## src/rtl/puf_pkg.sv

```systemverilog
// Shared definitions for the RO-PUF race controller.
//   state_t     : controller FSM states
//   LFSR_TAPS   : feedback mask for the 16-bit Fibonacci LFSR (taps 16,14,13,11)
//   SEED_SUBST  : seed used in place of an all-zero challenge
//   sel_width() : RO select width derived from the oscillator count
//   lfsr_step() : one LFSR advance (shift left, feedback into bit 0)
package puf_pkg;

    typedef enum logic [2:0] {
        StIdle,
        StClear,
        StSettle,
        StRace,
        StRecord,
        StNext,
        StDone
    } state_t;

    // Tap n maps to bit n-1: bits 15, 13, 12, 10.
    localparam logic [15:0] LFSR_TAPS  = 16'hB400;
    localparam logic [15:0] SEED_SUBST = 16'h0001;

    function automatic int unsigned sel_width(input int unsigned num_ro);
        return (num_ro > 1) ? $clog2(num_ro) : 1;
    endfunction

    function automatic logic [15:0] lfsr_step(input logic [15:0] cur);
        return {cur[14:0], ^(cur & LFSR_TAPS)};
    endfunction

endpackage

```

## src/rtl/puf_lfsr.sv

```systemverilog
// 16-bit Fibonacci LFSR used to walk the RO pair sequence.
// Ports:
//   clk, rst : clock, synchronous active-high reset (state -> 0)
//   load     : load seed (has priority over advance)
//   seed     : value loaded on load
//   advance  : step the LFSR once
//   state    : current LFSR contents
module puf_lfsr
    import puf_pkg::*;
(
    input  logic        clk,
    input  logic        rst,
    input  logic        load,
    input  logic [15:0] seed,
    input  logic        advance,
    output logic [15:0] state
);

    always_ff @(posedge clk) begin
        if (rst) begin
            state <= 16'h0000;
        end else if (load) begin
            state <= seed;
        end else if (advance) begin
            state <= lfsr_step(state);
        end
    end

endmodule

```

## src/rtl/puf_race_ctrl.sv

```systemverilog
// RO-PUF race controller: derives RO pairs from an LFSR seeded by the
// challenge, clears/settles/races the two edge counters per bit and
// assembles the response word.
// Optional build macro PUF_MAJORITY_EN: each bit is raced three times on
// the same pair and the majority outcome is recorded.
// Ports:
//   clk, rst        : clock, synchronous active-high reset
//   start           : begin evaluation (honoured only in idle)
//   challenge       : LFSR seed, captured on accepted start
//   done_a, done_b  : counter A/B reached threshold (looked at only in race)
//   sel_a, sel_b    : RO indices routed to counters A/B
//   ro_en           : RO and counter enable
//   ctr_clr         : counter clear pulse
//   busy            : high outside idle
//   resp_valid      : one-cycle pulse with a fresh response
//   response        : response word, held until the next resp_valid
//   err             : a race tied or timed out during this evaluation
module puf_race_ctrl
    import puf_pkg::*;
#(
    parameter int unsigned NUM_RO        = 16,
    parameter int unsigned RESP_BITS     = 8,
    parameter int unsigned SETTLE_CYCLES = 4,
    parameter int unsigned TIMEOUT       = 65535,
    localparam int unsigned SEL_W        = sel_width(NUM_RO)
) (
    input  logic                 clk,
    input  logic                 rst,
    input  logic                 start,
    input  logic [15:0]          challenge,
    input  logic                 done_a,
    input  logic                 done_b,
    output logic [SEL_W-1:0]     sel_a,
    output logic [SEL_W-1:0]     sel_b,
    output logic                 ro_en,
    output logic                 ctr_clr,
    output logic                 busy,
    output logic                 resp_valid,
    output logic [RESP_BITS-1:0] response,
    output logic                 err
);

    localparam int unsigned CNT_MAX = (TIMEOUT > SETTLE_CYCLES) ? TIMEOUT : SETTLE_CYCLES;
    localparam int unsigned CNT_W   = $clog2(CNT_MAX + 1);
    localparam int unsigned IDX_W   = (RESP_BITS > 1) ? $clog2(RESP_BITS) : 1;
    localparam int unsigned PAIR_W  = 2 * SEL_W;

    state_t               state;
    logic [CNT_W-1:0]     cnt;
    logic [IDX_W-1:0]     idx;
    logic [RESP_BITS-1:0] resp_sr;
    logic                 race_bit;
    logic                 race_bad;

    logic [15:0]          seed_eff;
    logic [15:0]          lfsr_state;
    logic                 lfsr_load;
    logic                 lfsr_adv;
    logic [PAIR_W-1:0]    seed_src;
    logic [PAIR_W-1:0]    next_src;

    // Returns {sel_b, sel_a}; a colliding pair gets sel_b = sel_a ^ 1.
    function automatic logic [PAIR_W-1:0] derive_pair(input logic [PAIR_W-1:0] v);
        logic [SEL_W-1:0] a;
        logic [SEL_W-1:0] b;
        a = v[SEL_W-1:0];
        b = v[PAIR_W-1:SEL_W];
        if (b == a) b = a ^ SEL_W'(1);
        return {b, a};
    endfunction

    assign seed_eff  = (challenge == 16'h0000) ? SEED_SUBST : challenge;
    assign lfsr_load = (state == StIdle) && start;
    assign lfsr_adv  = (state == StNext);
    assign seed_src  = PAIR_W'(seed_eff);
    // The pair registers update in the same cycle the LFSR advances.
    assign next_src  = PAIR_W'(lfsr_step(lfsr_state));

    puf_lfsr u_lfsr (
        .clk     (clk),
        .rst     (rst),
        .load    (lfsr_load),
        .seed    (seed_eff),
        .advance (lfsr_adv),
        .state   (lfsr_state)
    );

`ifdef PUF_MAJORITY_EN
    logic [1:0] rep;
    logic [1:0] votes;
    logic [1:0] votes_sum;
    assign votes_sum = votes + {1'b0, race_bit};
`endif

    always_ff @(posedge clk) begin
        if (rst) begin
            state      <= StIdle;
            cnt        <= '0;
            idx        <= '0;
            resp_sr    <= '0;
            race_bit   <= 1'b0;
            race_bad   <= 1'b0;
            sel_a      <= '0;
            sel_b      <= '0;
            ro_en      <= 1'b0;
            ctr_clr    <= 1'b0;
            busy       <= 1'b0;
            resp_valid <= 1'b0;
            response   <= '0;
            err        <= 1'b0;
`ifdef PUF_MAJORITY_EN
            rep        <= '0;
            votes      <= '0;
`endif
        end else begin
            ctr_clr    <= 1'b0;
            resp_valid <= 1'b0;
            unique case (state)
                StIdle: begin
                    if (start) begin
                        state          <= StClear;
                        ctr_clr        <= 1'b1;
                        busy           <= 1'b1;
                        err            <= 1'b0;
                        idx            <= '0;
                        resp_sr        <= '0;
                        {sel_b, sel_a} <= derive_pair(seed_src);
`ifdef PUF_MAJORITY_EN
                        rep            <= '0;
                        votes          <= '0;
`endif
                    end
                end
                StClear: begin
                    state <= StSettle;
                    cnt   <= '0;
                end
                StSettle: begin
                    if (cnt == CNT_W'(SETTLE_CYCLES - 1)) begin
                        state <= StRace;
                        cnt   <= '0;
                        ro_en <= 1'b1;
                    end else begin
                        cnt <= cnt + 1'b1;
                    end
                end
                StRace: begin
                    // A done in the final cycle wins over the timeout.
                    if (done_a || done_b || cnt == CNT_W'(TIMEOUT - 1)) begin
                        state    <= StRecord;
                        ro_en    <= 1'b0;
                        race_bit <= done_a & ~done_b;
                        race_bad <= (done_a & done_b) | ~(done_a | done_b);
                    end else begin
                        cnt <= cnt + 1'b1;
                    end
                end
                StRecord: begin
                    if (race_bad) err <= 1'b1;
`ifdef PUF_MAJORITY_EN
                    if (rep == 2'd2) begin
                        resp_sr[idx] <= (votes_sum >= 2'd2);
                        rep          <= '0;
                        votes        <= '0;
                        state        <= StNext;
                    end else begin
                        rep     <= rep + 1'b1;
                        votes   <= votes_sum;
                        state   <= StClear;
                        ctr_clr <= 1'b1;
                    end
`else
                    resp_sr[idx] <= race_bit;
                    state        <= StNext;
`endif
                end
                StNext: begin
                    {sel_b, sel_a} <= derive_pair(next_src);
                    idx            <= idx + 1'b1;
                    if (idx == IDX_W'(RESP_BITS - 1)) begin
                        state      <= StDone;
                        resp_valid <= 1'b1;
                        response   <= resp_sr;
                    end else begin
                        state   <= StClear;
                        ctr_clr <= 1'b1;
                    end
                end
                StDone: begin
                    state <= StIdle;
                    busy  <= 1'b0;
                end
                default: begin
                    state <= StIdle;
                end
            endcase
        end
    end

endmodule

```

## config.mk

```make
export PLATFORM = sky130hd
export DESIGN_NAME = puf_race_ctrl
export DESIGN_NICKNAME = d
export VERILOG_FILES = /design/src/rtl/puf_pkg.sv /design/src/rtl/puf_lfsr.sv /design/src/rtl/puf_race_ctrl.sv
export SDC_FILE = /design/constraint.sdc
export NUM_CORES = 1
export LEC_CHECK = 0
export ABC_CLOCK_PERIOD_IN_PS = 2400
export CAP_MARGIN = 20
export CORE_ASPECT_RATIO = 1.4
export CORE_MARGIN = 4
export CORE_UTILIZATION = 45
export CTS_BUF_LIST = sky130_fd_sc_hd__clkbuf_2 sky130_fd_sc_hd__clkbuf_4 sky130_fd_sc_hd__clkbuf_8
export DETAILED_ROUTE_END_ITERATION = 8
export PLACE_DENSITY = 0.71
export SYNTH_ARGS = -nofsm -noshare
export SYNTH_HDL_FRONTEND = slang
export SYNTH_SLANG_ARGS = --single-unit
```

## constraint.sdc

```tcl
create_clock -name clk -period 2.4 [get_ports clk]
set_clock_uncertainty 0.15 [all_clocks]
set_input_delay 0.72 -clock clk [delete_from_list [all_inputs] [get_ports clk]]
set_output_delay 0.72 -clock clk [all_outputs]
set_load 0.005 [all_outputs]
```

==> impl_metrics.py <==
metrics = {
    "critical_path": {
        "worstPathArrival_ns": 2.31,
        "rr_startpoint": "cnt[13]",
        "critical_path.slowest_cell": "or4_1",
        "critical_path.top_delay_family": "simple AND/OR/NAND/NOR gates",
        "timing.setup.critical_path_class": "register to register",
        "critical_path_required_ns": 2.52,
        "reg2reg_setup_slack_ns": 0.21,
        "critPathCaptureType": "register",
        "setup.worst_path.start_class": "register",
        "worst_r2r_path_depth": 5,
        "path_buf_inv": 1,
        "critical_path.max_stage_delay_ns": 0.68,
        "worst-path-max-fanout": 5,
        "timing.critical_path.cells": "nand4_1, or4_1, buf_4, or2_2, a31oi_1",
        "r2r-end": "cnt[3]",
    },
    "synth": {
        "ys_types": 49,
        "ys_dominant_reg_cell": "dfxtp_1",
        "synth.cell_area_mm2": 0.00328,
        "synth_area_leader_cell": "dfxtp_1",
        "synth_edf_count": 0,
        "synth.area.top_cells": "dfxtp_1, nand2_1, a21oi_1",
        "synthesized_area_per_cell_um2": 8.04,
        "synth_top_cells_by_count": "dfxtp_1, nand2_1, a21oi_1, nor2_1, nor3_1",
        "synth.net_count": 435,
        "synth_largest_type_area_fraction": 0.421,
        "ys_ff_latch": 69,
        "syn_inst": 408,
        "yosysWarnings": 0,
        "async_flop_share": 0,
        "synth_most_common_cell": "dfxtp_1",
        "synth_seq_area_share": 0.421,
    },
    "timing": {
        "layout_setup_ws_ns": 0.211,
        "slew_headroom": 0.577,
        "finalCriticalPeriod_ns": 2.19,
        "report.final.hold_viol_count": 0,
        "maxClockFrequency_ghz": 0.457,
        "worstMarginPinSlew_ns": 0.634,
        "unrepaired_setup_endpoints_after_global_routing": "no",
        "timing_max_transition_violations_final": 0,
        "setup_violations": 0,
        "post-route-period-util": 0.912,
    },
    "routing": {
        "post_drt_via_cell_ratio": 5.59,
        "vias": 3251,
        "drt_pre_antenna_iters": 4,
        "detail_route.iter0.violations": 160,
        "drcViolationCount": 0,
        "drtAntennaViolNets": 0,
        "wl_per_cell_um": 14.5,
        "detail_route.wirelength_um": 8450,
    },
    "clock_tree": {
        "cts_root_buf": "clkbuf_8",
        "htreeDepth": 3,
        "cts_buffer_count": 9,
        "post_cts_hold_buffer_count": 0,
        "clk_pin_slew_ns": 0.08,
        "cts_tree": "yes",
        "clock_sinks": 69,
        "cts-root-to-sink-buffers": 2,
        "clk-insertion-delay-late_ns": 0.34,
    },
    "run": {
        "drv.max_cap_violation_count": 0,
    },
    "placed_design": {
        "gp_congestion": 0.900,
        "numPortBuffers": 41,
        "place.detailed.hpwl_um": 6150,
        "dpl_worst_slack_ns": -0.420,
    },
    "hold_path": {
        "hold_path_depth": 2,
        "timing.hold.worst.class": "register to register",
        "min_to": "response[0]",
        "hp-start": "resp_sr[0]",
    },
    "power": {
        "cellPowerDensity_mw_per_mm2": 613,
        "leakage_nw": 1.56,
        "power.ir.vdd_worst_mv": 0.449,
        "report.power.total_mw": 2.68,
    },
    "finish": {
        "post_route_cells_drive_above_1_share": 0.179,
        "nNetsFinal": 509,
        "fillCellCount": 654,
        "n_antenna_cell": 0,
        "syn_to_final_growth_pct": 33.3,
    },
    "floorplan": {
        "core-area_mm2": 0.00703,
        "total_i_o_pin_count": 42,
        "die_x_um": 80.2,
        "floorplan.die.height_um": 109,
        "initial_core_util": 0.467,
        "rows": 36,
        "floorplan.die_area_mm2": 0.00874,
    },
    "grt": {
        "grt_first_pass_wirelength_um": 14200,
        "grt_remaining_overflow": 0,
        "grt_max_degree": 33,
        "gr-usage-all-layers": 0.202,
        "antenna_found_initial": 0,
        "via_count_of_the_first_global_routing_pass": 3221,
    },
    "status": {
        "status": "finished, final reports clean",
    },
}
-- where the power goes --
part	leakage [nW]	switching, mW	internal (mW)	total [mW]
clock	0.103	0.452	0.522	0.974
combinational	0.899	0.240	0.213	0.453
sequential	0.561	0.0492	1.20	1.25
total	1.56	0.741	1.94	2.68
-- kinds of logic after synthesis --
group / synth area share
compound gates: 0.194
xor+xnor: 0.0400
mux: 0.0122
simple gates: 0.263
flops: 0.421
fa+ha+maj: 0.0229
buf+inv: 0.0477
-- layout make-up --
class | count | area, um2 | share of cell area
multi-input cells | 301 | 1840 | 0.420
flip-flops and latches | 69 | 1380 | 0.316
repair buffers | 87 | 781 | 0.178
clock buffers | 11 | 145 | 0.0332
well taps | 95 | 119 | 0.0272
clock inverters | 5 | 60.1 | 0.0137
inverters | 14 | 52.6 | 0.0120
-- cell usage in the layout (no fill, tap or decap), drive strengths merged, types with 11 or more instances in the layout --
cell type	Yosys	layout
dfxtp	69	69
nand2	56	56
buf	8	47
a21oi	40	40
nor2	39	39
clkdlybuf4s50	0	38
nor3	19	19
inv	14	14
nand3	13	13
a31oi	13	13
clkbuf	16	11
-- flip-flops by register name, summed over array words and instances (netlist names), 3 cells and up --
| register | cells |
|---|---|
| sel_a | 4 |
| response | 8 |
| state | 3 |
| idx | 3 |
| cnt | 16 |
| u_lfsr.state | 16 |
| resp_sr | 8 |
| sel_b | 4 |
-- worst min-delay path, delay by kind of cell (launching register included) --
kind / cells / cell delay (ns)
flip-flops: 1 / 0.31
AND/OR/NAND/NOR: 1 / 0.05
AO/OA/AOI/OAI: 1 / 0.05
-- timing repair --
action / in CTS / in global routing
gates cloned: 0 / 0
setup endpoints to repair: 6 / 23
buffers inserted: 0 / 3
gates resized for setup: 5 / 19
pin swaps: 2 / 8
-- metrics by stage --
| stage | hold WS [ns] | utilization | cell area, um2 | setup TNS (ns) | std cells |
|---|---|---|---|---|---|
| after CTS | 0.307 | 0.609 | 4280 | 0 | 579 |
| after floorplan | 0.279 | - | 3280 | 0 | 408 |
| after global placement | 0.292 | 0.576 | 4050 | -7.93 | 563 |
| final | 0.304 | 0.623 | 4370 | 0 | 582 |
| after detailed placement | 0.298 | 0.576 | 4050 | -8.00 | 563 |
| after global routing | 0.331 | 0.623 | 4370 | 0 | 582 |
-- metal layers --
| metal | track usage | share of wire |
|---|---|---|
| met2 | 0.362 | 0.52 |
| met3 | 0.0405 | 0.042 |
| met1 | 0.224 | 0.40 |
| met5 | 0 | 0 |
| met4 | 0.103 | 0.036 |
-- how the worst max path moves through the flow --
stage | startpoint | end | slack (ns) | depth (start not counted)
6_report | cnt[13] | cnt[3] | 0.21 | 5
2_1_floorplan | done_b | cnt[11] | 0.006 | 7
5_1_grt | cnt[7] | cnt[1] | 0.10 | 6
3_5_place_dp | done_a | cnt[8] | -0.42 | 8
4_1_cts | done_a | cnt[8] | 0.02 | 8
3_3_place_gp | done_a | cnt[11] | -0.40 | 8
Note: power is estimated with default switching activity, not from simulation.
